File: config.mk
export PLATFORM = sky130hd
export DESIGN_NAME = pipeline_hazard_ctrl_flat
export DESIGN_NICKNAME = d
export VERILOG_FILES = /design/src/rtl/pipeline_hazard_ctrl_if.sv /design/src/rtl/pipeline_hazard_ctrl.sv /design/src/flat_wrapper.sv
export SDC_FILE = /design/constraint.sdc
export NUM_CORES = 1
export LEC_CHECK = 0
export CORE_ASPECT_RATIO = 0.6
export CORE_MARGIN = 3
export CORE_UTILIZATION = 51
export DETAILED_ROUTE_END_ITERATION = 10
export PLACE_DENSITY = 0.82
export SYNTH_ARGS = -nofsm -noshare
export SYNTH_HDL_FRONTEND = slang
export SYNTH_SLANG_ARGS = --single-unit
File: constraint.sdc
create_clock -name clk -period 4.5 [get_ports clk]
set_input_delay 1.125 -clock clk [delete_from_list [all_inputs] [get_ports clk]]
set_output_delay 1.125 -clock clk [all_outputs]
set_load 0.05 [all_outputs]
File: src/rtl/pipeline_hazard_ctrl_if.sv
// Hazard-control bus between the pipeline datapath and pipeline_hazard_ctrl.
// master: datapath side (drives D-stage fields and E/M status, receives controls)
// slave : controller side (receives D-stage fields and status, drives stall/flush/forward
//         controls and the stall/flush performance counters)
interface pipeline_hazard_ctrl_if #(
  parameter int unsigned CNT_W = 32
);
  localparam int unsigned REG_W = 5;

  // D-stage instruction fields
  logic             id_valid;
  logic [REG_W-1:0] id_rs1;
  logic [REG_W-1:0] id_rs2;
  logic             id_use_rs1;
  logic             id_use_rs2;
  logic [REG_W-1:0] id_rd;
  logic             id_regwrite;
  logic             id_memread;
  logic             id_memwrite;
  // E / M status
  logic             ex_branch_taken;
  logic             ex_busy;
  logic             mem_ready;
  // pipeline register controls
  logic             stall_f;
  logic             stall_d;
  logic             flush_d;
  logic             flush_e;
  logic             freeze_e;
  logic             freeze_m;
  logic             bubble_m;
  logic             bubble_w;
  // E operand forwarding selects
  logic [1:0]       fwd_a;
  logic [1:0]       fwd_b;
  // performance counters
  logic [CNT_W-1:0] stall_cnt;
  logic [CNT_W-1:0] flush_cnt;

  modport master (
    output id_valid, id_rs1, id_rs2, id_use_rs1, id_use_rs2, id_rd,
           id_regwrite, id_memread, id_memwrite,
           ex_branch_taken, ex_busy, mem_ready,
    input  stall_f, stall_d, flush_d, flush_e, freeze_e, freeze_m,
           bubble_m, bubble_w, fwd_a, fwd_b, stall_cnt, flush_cnt
  );

  modport slave (
    input  id_valid, id_rs1, id_rs2, id_use_rs1, id_use_rs2, id_rd,
           id_regwrite, id_memread, id_memwrite,
           ex_branch_taken, ex_busy, mem_ready,
    output stall_f, stall_d, flush_d, flush_e, freeze_e, freeze_m,
           bubble_m, bubble_w, fwd_a, fwd_b, stall_cnt, flush_cnt
  );
endinterface

File: src/rtl/pipeline_hazard_ctrl.sv
// Stall / flush / forwarding controller for a 5-stage RV32I pipeline.
// Keeps shadow copies of the E, M and W instructions and, with zero latency,
// resolves memory-wait, multicycle-busy, taken-branch and load-use hazards
// (in that priority) into pipeline register controls and E-operand forwards.
// Ports:
//   clk   - rising-edge clock
//   reset - synchronous active-high reset
//   hz    - slave side of pipeline_hazard_ctrl_if (D fields, E/M status in;
//           stall/flush/freeze/bubble, fwd_a/fwd_b, stall_cnt/flush_cnt out)
module pipeline_hazard_ctrl #(
  parameter int unsigned CNT_W = 32
) (
  input logic                   clk,
  input logic                   reset,
  pipeline_hazard_ctrl_if.slave hz
);

  localparam int unsigned REG_W = 5;

  typedef struct packed {
    logic             v;
    logic [REG_W-1:0] rs1;
    logic [REG_W-1:0] rs2;
    logic [REG_W-1:0] rd;
    logic             rw;
    logic             mr;
    logic             mop;
  } e_slot_t;

  typedef struct packed {
    logic             v;
    logic [REG_W-1:0] rd;
    logic             rw;
    logic             mop;
  } m_slot_t;

  typedef struct packed {
    logic             v;
    logic [REG_W-1:0] rd;
    logic             rw;
  } w_slot_t;

  e_slot_t          e_q, e_d;
  m_slot_t          m_q, m_d;
  w_slot_t          w_q, w_d;
  logic [CNT_W-1:0] stall_cnt_q, stall_cnt_d;
  logic [CNT_W-1:0] flush_cnt_q, flush_cnt_d;

  logic       mstall, xstall, br, lu;
  logic       stall_f, stall_d, flush_d, flush_e;
  logic       freeze_e, freeze_m, bubble_m, bubble_w;
  logic [1:0] fwd_a, fwd_b;

  // Forward select for one E operand; the younger M result wins over W, x0 never forwards.
  function automatic logic [1:0] fwd_sel(input logic [REG_W-1:0] rs,
                                         input m_slot_t m, input w_slot_t w);
    logic [1:0] sel;
    sel = 2'b00;
    if (m.v && m.rw && (m.rd != '0) && (m.rd == rs)) begin
      sel = 2'b10;
    end else if (w.v && w.rw && (w.rd != '0) && (w.rd == rs)) begin
      sel = 2'b01;
    end
    return sel;
  endfunction

  // Raw hazard terms; xstall is masked by mstall so the two never overlap.
  always_comb begin
    mstall = m_q.v & m_q.mop & ~hz.mem_ready;
    xstall = e_q.v & hz.ex_busy & ~mstall;
    br     = e_q.v & hz.ex_branch_taken;
    lu     = hz.id_valid & e_q.v & e_q.mr & (e_q.rd != '0) &
             ((hz.id_use_rs1 & (hz.id_rs1 == e_q.rd)) |
              (hz.id_use_rs2 & (hz.id_rs2 == e_q.rd)));
  end

  // Prioritised control outputs and slot advance.
  always_comb begin
    stall_f  = 1'b0;
    stall_d  = 1'b0;
    flush_d  = 1'b0;
    flush_e  = 1'b0;
    freeze_e = 1'b0;
    freeze_m = 1'b0;
    bubble_m = 1'b0;
    bubble_w = 1'b0;
    e_d      = e_q;
    m_d      = m_q;
    w_d      = w_q;

    if (reset) begin
      flush_d  = 1'b1;
      flush_e  = 1'b1;
      bubble_m = 1'b1;
      bubble_w = 1'b1;
    end else if (mstall) begin
      stall_f  = 1'b1;
      stall_d  = 1'b1;
      freeze_e = 1'b1;
      freeze_m = 1'b1;
      bubble_w = 1'b1;
      w_d      = '0;
    end else if (xstall) begin
      stall_f  = 1'b1;
      stall_d  = 1'b1;
      freeze_e = 1'b1;
      bubble_m = 1'b1;
      m_d      = '0;
      w_d      = '{v: m_q.v, rd: m_q.rd, rw: m_q.rw};
    end else begin
      w_d = '{v: m_q.v, rd: m_q.rd, rw: m_q.rw};
      m_d = '{v: e_q.v, rd: e_q.rd, rw: e_q.rw, mop: e_q.mop};
      if (br) begin
        flush_d = 1'b1;
        flush_e = 1'b1;
        e_d     = '0;
      end else if (lu) begin
        // D is held and a bubble goes to E for one cycle
        stall_f = 1'b1;
        stall_d = 1'b1;
        flush_e = 1'b1;
        e_d     = '0;
      end else begin
        e_d = '{v:   hz.id_valid,
                rs1: hz.id_rs1,
                rs2: hz.id_rs2,
                rd:  hz.id_rd,
                rw:  hz.id_regwrite,
                mr:  hz.id_memread,
                mop: hz.id_memread | hz.id_memwrite};
      end
    end

    // Forwards stay live through freezes so the held E instruction keeps fresh operands.
    fwd_a = reset ? 2'b00 : fwd_sel(e_q.rs1, m_q, w_q);
    fwd_b = reset ? 2'b00 : fwd_sel(e_q.rs2, m_q, w_q);

    stall_cnt_d = stall_cnt_q + CNT_W'(stall_f);
    flush_cnt_d = flush_cnt_q + CNT_W'(flush_d);
  end

  // Slot and counter registers.
  always_ff @(posedge clk) begin
    if (reset) begin
      e_q         <= '0;
      m_q         <= '0;
      w_q         <= '0;
      stall_cnt_q <= '0;
      flush_cnt_q <= '0;
    end else begin
      e_q         <= e_d;
      m_q         <= m_d;
      w_q         <= w_d;
      stall_cnt_q <= stall_cnt_d;
      flush_cnt_q <= flush_cnt_d;
    end
  end

  assign hz.stall_f   = stall_f;
  assign hz.stall_d   = stall_d;
  assign hz.flush_d   = flush_d;
  assign hz.flush_e   = flush_e;
  assign hz.freeze_e  = freeze_e;
  assign hz.freeze_m  = freeze_m;
  assign hz.bubble_m  = bubble_m;
  assign hz.bubble_w  = bubble_w;
  assign hz.fwd_a     = fwd_a;
  assign hz.fwd_b     = fwd_b;
  assign hz.stall_cnt = stall_cnt_q;
  assign hz.flush_cnt = flush_cnt_q;

endmodule

File: src/flat_wrapper.sv
// flat-port wrapper written by rule: the top's interface ports become plain ports
module pipeline_hazard_ctrl_flat 
#(
  parameter int unsigned CNT_W = 32
)
  (clk, reset, hz_id_valid, hz_id_rs1, hz_id_rs2, hz_id_use_rs1, hz_id_use_rs2, hz_id_rd, hz_id_regwrite, hz_id_memread, hz_id_memwrite, hz_ex_branch_taken, hz_ex_busy, hz_mem_ready, hz_stall_f, hz_stall_d, hz_flush_d, hz_flush_e, hz_freeze_e, hz_freeze_m, hz_bubble_m, hz_bubble_w, hz_fwd_a, hz_fwd_b, hz_stall_cnt, hz_flush_cnt);
  pipeline_hazard_ctrl_if #(.CNT_W(CNT_W)) hz_i ();
  input logic clk;
  input logic reset;
  input wire logic [$bits(hz_i.id_valid)-1:0] hz_id_valid;
  input wire logic [$bits(hz_i.id_rs1)-1:0] hz_id_rs1;
  input wire logic [$bits(hz_i.id_rs2)-1:0] hz_id_rs2;
  input wire logic [$bits(hz_i.id_use_rs1)-1:0] hz_id_use_rs1;
  input wire logic [$bits(hz_i.id_use_rs2)-1:0] hz_id_use_rs2;
  input wire logic [$bits(hz_i.id_rd)-1:0] hz_id_rd;
  input wire logic [$bits(hz_i.id_regwrite)-1:0] hz_id_regwrite;
  input wire logic [$bits(hz_i.id_memread)-1:0] hz_id_memread;
  input wire logic [$bits(hz_i.id_memwrite)-1:0] hz_id_memwrite;
  input wire logic [$bits(hz_i.ex_branch_taken)-1:0] hz_ex_branch_taken;
  input wire logic [$bits(hz_i.ex_busy)-1:0] hz_ex_busy;
  input wire logic [$bits(hz_i.mem_ready)-1:0] hz_mem_ready;
  output wire logic [$bits(hz_i.stall_f)-1:0] hz_stall_f;
  output wire logic [$bits(hz_i.stall_d)-1:0] hz_stall_d;
  output wire logic [$bits(hz_i.flush_d)-1:0] hz_flush_d;
  output wire logic [$bits(hz_i.flush_e)-1:0] hz_flush_e;
  output wire logic [$bits(hz_i.freeze_e)-1:0] hz_freeze_e;
  output wire logic [$bits(hz_i.freeze_m)-1:0] hz_freeze_m;
  output wire logic [$bits(hz_i.bubble_m)-1:0] hz_bubble_m;
  output wire logic [$bits(hz_i.bubble_w)-1:0] hz_bubble_w;
  output wire logic [$bits(hz_i.fwd_a)-1:0] hz_fwd_a;
  output wire logic [$bits(hz_i.fwd_b)-1:0] hz_fwd_b;
  output wire logic [$bits(hz_i.stall_cnt)-1:0] hz_stall_cnt;
  output wire logic [$bits(hz_i.flush_cnt)-1:0] hz_flush_cnt;
  assign hz_i.id_valid = hz_id_valid;
  assign hz_i.id_rs1 = hz_id_rs1;
  assign hz_i.id_rs2 = hz_id_rs2;
  assign hz_i.id_use_rs1 = hz_id_use_rs1;
  assign hz_i.id_use_rs2 = hz_id_use_rs2;
  assign hz_i.id_rd = hz_id_rd;
  assign hz_i.id_regwrite = hz_id_regwrite;
  assign hz_i.id_memread = hz_id_memread;
  assign hz_i.id_memwrite = hz_id_memwrite;
  assign hz_i.ex_branch_taken = hz_ex_branch_taken;
  assign hz_i.ex_busy = hz_ex_busy;
  assign hz_i.mem_ready = hz_mem_ready;
  assign hz_stall_f = hz_i.stall_f;
  assign hz_stall_d = hz_i.stall_d;
  assign hz_flush_d = hz_i.flush_d;
  assign hz_flush_e = hz_i.flush_e;
  assign hz_freeze_e = hz_i.freeze_e;
  assign hz_freeze_m = hz_i.freeze_m;
  assign hz_bubble_m = hz_i.bubble_m;
  assign hz_bubble_w = hz_i.bubble_w;
  assign hz_fwd_a = hz_i.fwd_a;
  assign hz_fwd_b = hz_i.fwd_b;
  assign hz_stall_cnt = hz_i.stall_cnt;
  assign hz_flush_cnt = hz_i.flush_cnt;
  pipeline_hazard_ctrl #(.CNT_W(CNT_W)) u_core (.clk(clk), .reset(reset), .hz(hz_i));
endmodule
# ---- After elaboration in Yosys (flattened, before gate mapping)
# Cells that the tools add are included.
dict set report totals {
  ff_bits 98
  in_bits 26
  output_inout_bits 76
  elab_cells 83
}
dict set report classes {
  addsub 2
  eq_ne 6
  n_mux 30
  n_bitwise 16
  reduce_logical 13
}
# operator count
set ops {}
lappend ops {{adder 32 x 1 -> 32 bit} 2}
lappend ops {{2-to-1 mux 19 bit} 2}
lappend ops {{== test 5 bit} 6}
lappend ops {{2-to-1 mux 1 bit} 23}
lappend ops {{nonzero test 5 bit} 3}
lappend ops {{bitwise AND 1 bit} 11}
lappend ops {{logical AND 1 bit} 8}
lappend ops {{2-to-1 mux 2 bit} 4}
lappend ops {{2-to-1 mux 8 bit} 1}
lappend ops {{inverter 1 bit} 3}
lappend ops {{OR 1 bit} 2}
lappend ops {{AND reduction 2 bit} 1}
lappend ops {{OR reduction 2 bit} 1}

# ---- Longest topological paths before layout
dict set report logic_depth {
  ltp_word 10
  depth_mapped 12
  depth_no_buf 10
}

# ---- Worst setup path after synthesis
# No wires, ideal clock.
dict set report synth_timing {
  kind {in2reg}
  start {input port hz_mem_ready}
  end {register u_core.stall_cnt_q[24] (netlist: u_core.hz.stall_cnt[24])}
  setup_ns 0.070
  arrival_time_ns 4.266
  t_required_ns 4.430
  path_slack_ns 0.163
  cell_stages 11
  n_path_buf 2
  path_cell_list {nand3b_1 a21oi_1 clkbuf_1 a21o_1 ha_1 ha_1 and2_1 nand4_1 clkbuf_1 or3_1 a21oi_1}
}
dict set report synth_via {
  elab_chain_cells 8
}
# item line_no
set synth_rtl {}
lappend synth_rtl {{from (decl)} flat_wrapper.sv:21} ;# input wire logic [$bits(hz_i.mem_ready)-1:0] hz_mem_ready;
lappend synth_rtl {{inverter 1 bit *} pipeline_hazard_ctrl.sv:69} ;# mstall = m_q.v & m_q.mop & ~hz.mem_ready;
lappend synth_rtl {{bitwise AND 1 bit *} pipeline_hazard_ctrl.sv:69}
lappend synth_rtl {{inverter 1 bit (no line)} n/a}
lappend synth_rtl {{bitwise AND 1 bit} pipeline_hazard_ctrl.sv:70} ;# xstall = e_q.v & hz.ex_busy & ~mstall;
lappend synth_rtl {{2-to-1 mux 1 bit} n/a}
lappend synth_rtl {{2-to-1 mux 1 bit * (2 in series)} n/a}
lappend synth_rtl {{net hz_stall_d} flat_wrapper.sv:23} ;# output wire logic [$bits(hz_i.stall_d)-1:0] hz_stall_d;
lappend synth_rtl {{adder 32 x 1 -> 32 bit *} pipeline_hazard_ctrl.sv:138} ;# stall_cnt_d = stall_cnt_q + CNT_W'(stall_f);
lappend synth_rtl {{to (signal assigned)} pipeline_hazard_ctrl.sv:154} ;# stall_cnt_q <= stall_cnt_d;
lappend synth_rtl {{to (decl)} pipeline_hazard_ctrl.sv:46} ;# logic [CNT_W-1:0] stall_cnt_q, stall_cnt_d;
# The timed path passes the listed nets; every way through them passes the cells marked *.
# A chain may end at the register's enable or synchronous reset.

# ---- Worst setup path after layout
dict set report layout_timing {
  start {input port hz_mem_ready}
  end {output port hz_bubble_w}
}
dict set report layout_via {
  elab_chain_cells 4
}
# item line_no
set layout_rtl {}
lappend layout_rtl {{inverter 1 bit} pipeline_hazard_ctrl.sv:69}
lappend layout_rtl {{bitwise AND 1 bit} pipeline_hazard_ctrl.sv:69}
lappend layout_rtl {{2-to-1 mux 1 bit} pipeline_hazard_ctrl.sv:96} ;# end else if (mstall) begin
lappend layout_rtl {{2-to-1 mux 1 bit} pipeline_hazard_ctrl.sv:91} ;# if (reset) begin
lappend layout_rtl {{to (decl)} flat_wrapper.sv:29} ;# output wire logic [$bits(hz_i.bubble_w)-1:0] hz_bubble_w;
# No other way between the ends.

==> results.yml <==
run_status:
  outcome: "finished, final reports clean"
critical_path:
  path_max_fanout: 8
  crit_type: "in -> out"
  arrival_ps: 3100
  crit_start: "hz_mem_ready"
  critPathLaunchType: "input port"
  rr_startpoint: "u_core.e_q[5]"
  cp.required_ps: 3380
  endpoint_kind: "output port"
  rr_worst_depth: 11
synth:
  ys.flop_type: "dfxtp_1"
  synth_edf_count: 0
  async_flop_share_pct: 0
  synth.largest_area_cell: "dfxtp_1"
  synth.yosys.seq_area_share_pct: 42.7
  synthesis.area_um2: 4590
  netlist.area_leader.share_pct: 42.7
  synth.distinct_cells: 43
  yosys_warnings: 0
  avgSynthCellArea_um2: 8.70
  synth_seq_cells: 98
  synth.area.top_cells: "dfxtp_1, xor2_1, xnor2_1, a21oi_1, o21ai_0"
  syn-num-nets: 558
  synthCells: 528
power_and_ir_drop:
  p_int_uw: 1430
  pwr_density_cell_nw_per_um2: 327
  finalPower_uw: 1950
  switching_share_pct: 27.0
  combPwrFrac_pct: 12.3
  p_clk_share_pct: 37.6
  ir_worst_vdd_v: 0.000299
  p_seq_share_pct: 50.1
  power.switching_uw: 528
  leakage_uw: 0.00205
layout:
  final_net_count: 647
  drive_above_1_share_pct: 6.59
  mostFrequentLayoutCell: "dfxtp_1"
  most-common-layout-cells: "dfxtp_1, clkdlybuf4s50_1, nand2_1, a21oi_1, nor2_1"
  syn2layout_area_growth_pct: 30.2
  antenna_cells: 0
placed_design:
  hpwlAfterDp_um: 9120
  gp_congestion: 0.997
  port_buffers: 101
route:
  drt_iter0_drc: 386
  wl_per_cell_um: 17.2
  drc: 0
  ant_nets: 0
  wirelength_um: 12600
  drt_first_pass_iters: 5
  vias_per_cell: 5.94
  vias: 4363
global_route:
  grt_max_degree: 56
  grt_pass1_wl_um: 20600
  gr-total-overflow: 0
  globalRouteTotalUtil_pct: 25.3
  grt_pass1_vias: 4094
  antenna_found_initial: 0
cts:
  post_cts_buffers: 0
  cts_buffer_depth: 2
  ctsRootBufferMaster: "clkbuf_16"
  htree_levels: 3
  cts.sinks: 98
  cts_inserted_buffers: 9
  clk_latency_ps: 340
  ctsHoldBuffers: 0
  clk_pin_slew_ps: 70
  cts-resized-gates: 0
  cts_tree: "yes"
floorplan:
  die_width_um: 129
  initial_core_util_pct: 53.3
  core_region_area_um2: 8620
  rows: 26
  die-area_um2: 10200
  die_h_um: 79.5
  io_pins: 102
sta:
  finalSetupTns_ps: 0
  period_share_pct: 93.8
  tightest_slew_ps: 610
  fmax_mhz: 237
  max_slew_margin_pct: 59.2
  hold_violations: 0
  setup_violations: 0
  drv_slew: 0
  fin_worst_skew_ps: 9.25
  rsz0062_at_grt: "no"
  period_needed_ps: 4220
hold_path:
  hp-start: "u_core.hz.stall_cnt[31]"
  min_path_type: "reg -> reg"
  min_delay_path_depth: 2
job:
  max_cap_viol_count: 0
[sequential cells by signal, summed over array words and instances, names as in the netlist]
| name | flops |
|---|---|
| u_core.hz.flush_cnt | 32 |
| u_core.e_q | 19 |
| u_core.m_q | 8 |
| u_core.hz.stall_cnt | 32 |
| u_core.w_q | 7 |
[logic make-up after synthesis]
kind of cell,count (synthesis),share of synthesized area [%]
and+or+nand+nor,205,24.6
AOI/OAI and AO/OA,122,16.7
DFF,98,42.7
xor gates and xnor gates,53,10.1
buffers and inverters,42,3.81
muxes,4,0.980
adders and majority gates,4,1.09
[power groups by stage]
stage               Combinational [µW]  Sequential, µW  Clock (µW)
floorplan                          152             976           0
global placement                   232             991           0
detailed placement                 239             992           0
CTS                                241             973         749
global route                       263             981         784
finish                             241             978         734
[cell usage after synthesis, drive strengths merged, types with 2 or more instances]
cell type / count
clkbuf: 20
nor3: 6
buf: 11
dfxtp: 98
or3: 16
nor2b: 9
mux2: 4
a32oi: 18
nor2: 37
a21oi: 38
ha: 4
nand3: 24
a21o: 2
nand2: 38
xnor2: 25
a22o: 6
or4: 22
inv: 11
nand4: 18
and3: 6
o21ai: 33
nor4: 6
xor2: 28
and4: 10
o31ai: 19
and2: 10
[per-stage QoR]
stage / cells / util [%] / cell area (µm²) / setup slack (ps) / hold slack, ps
after floorplan: 528 / - / 4590 / 163 / 437
after global placement: 718 / 66.1 / 5700 / 363 / 462
after detailed placement: 718 / 66.1 / 5700 / 282 / 466
after CTS: 734 / 69.4 / 5980 / 294 / 484
after global routing: 734 / 69.4 / 5980 / 147 / 507
final: 734 / 69.4 / 5980 / 277 / 479
[layout make-up]
cell class	instances	area, µm²
inverters	11	41.3
well taps	112	140
flip-flops and latches	98	1960
clock buffers	12	256
clock inverters	4	26.3
fillers	678	2640
repair buffers	109	1090
multi-input cells	388	2460
[critical path: stages]
cell             delay, ps
clkdlybuf4s50_1        460
and3b_1                230
nor2_1                 390
inv_1                  140
clkdlybuf4s50_1        740
[layer usage]
metal	up-vias	GRT usage [%]	wire length [µm]
li1	2115	-	-
met3	18	7.82	1100
met2	169	37.9	5610
met5	-	0	0
met4	0	6.50	150
met1	2061	35.4	5770
[worst paths after layout]
path              slack, ps                 endpoint
setup / recovery        280              hz_bubble_w
hold / removal          480  u_core.hz.stall_cnt[31]
setup reg to reg       1410  u_core.hz.stall_cnt[26]
hold reg to reg         480  u_core.hz.stall_cnt[31]
(Power assumes the default switching activity.)
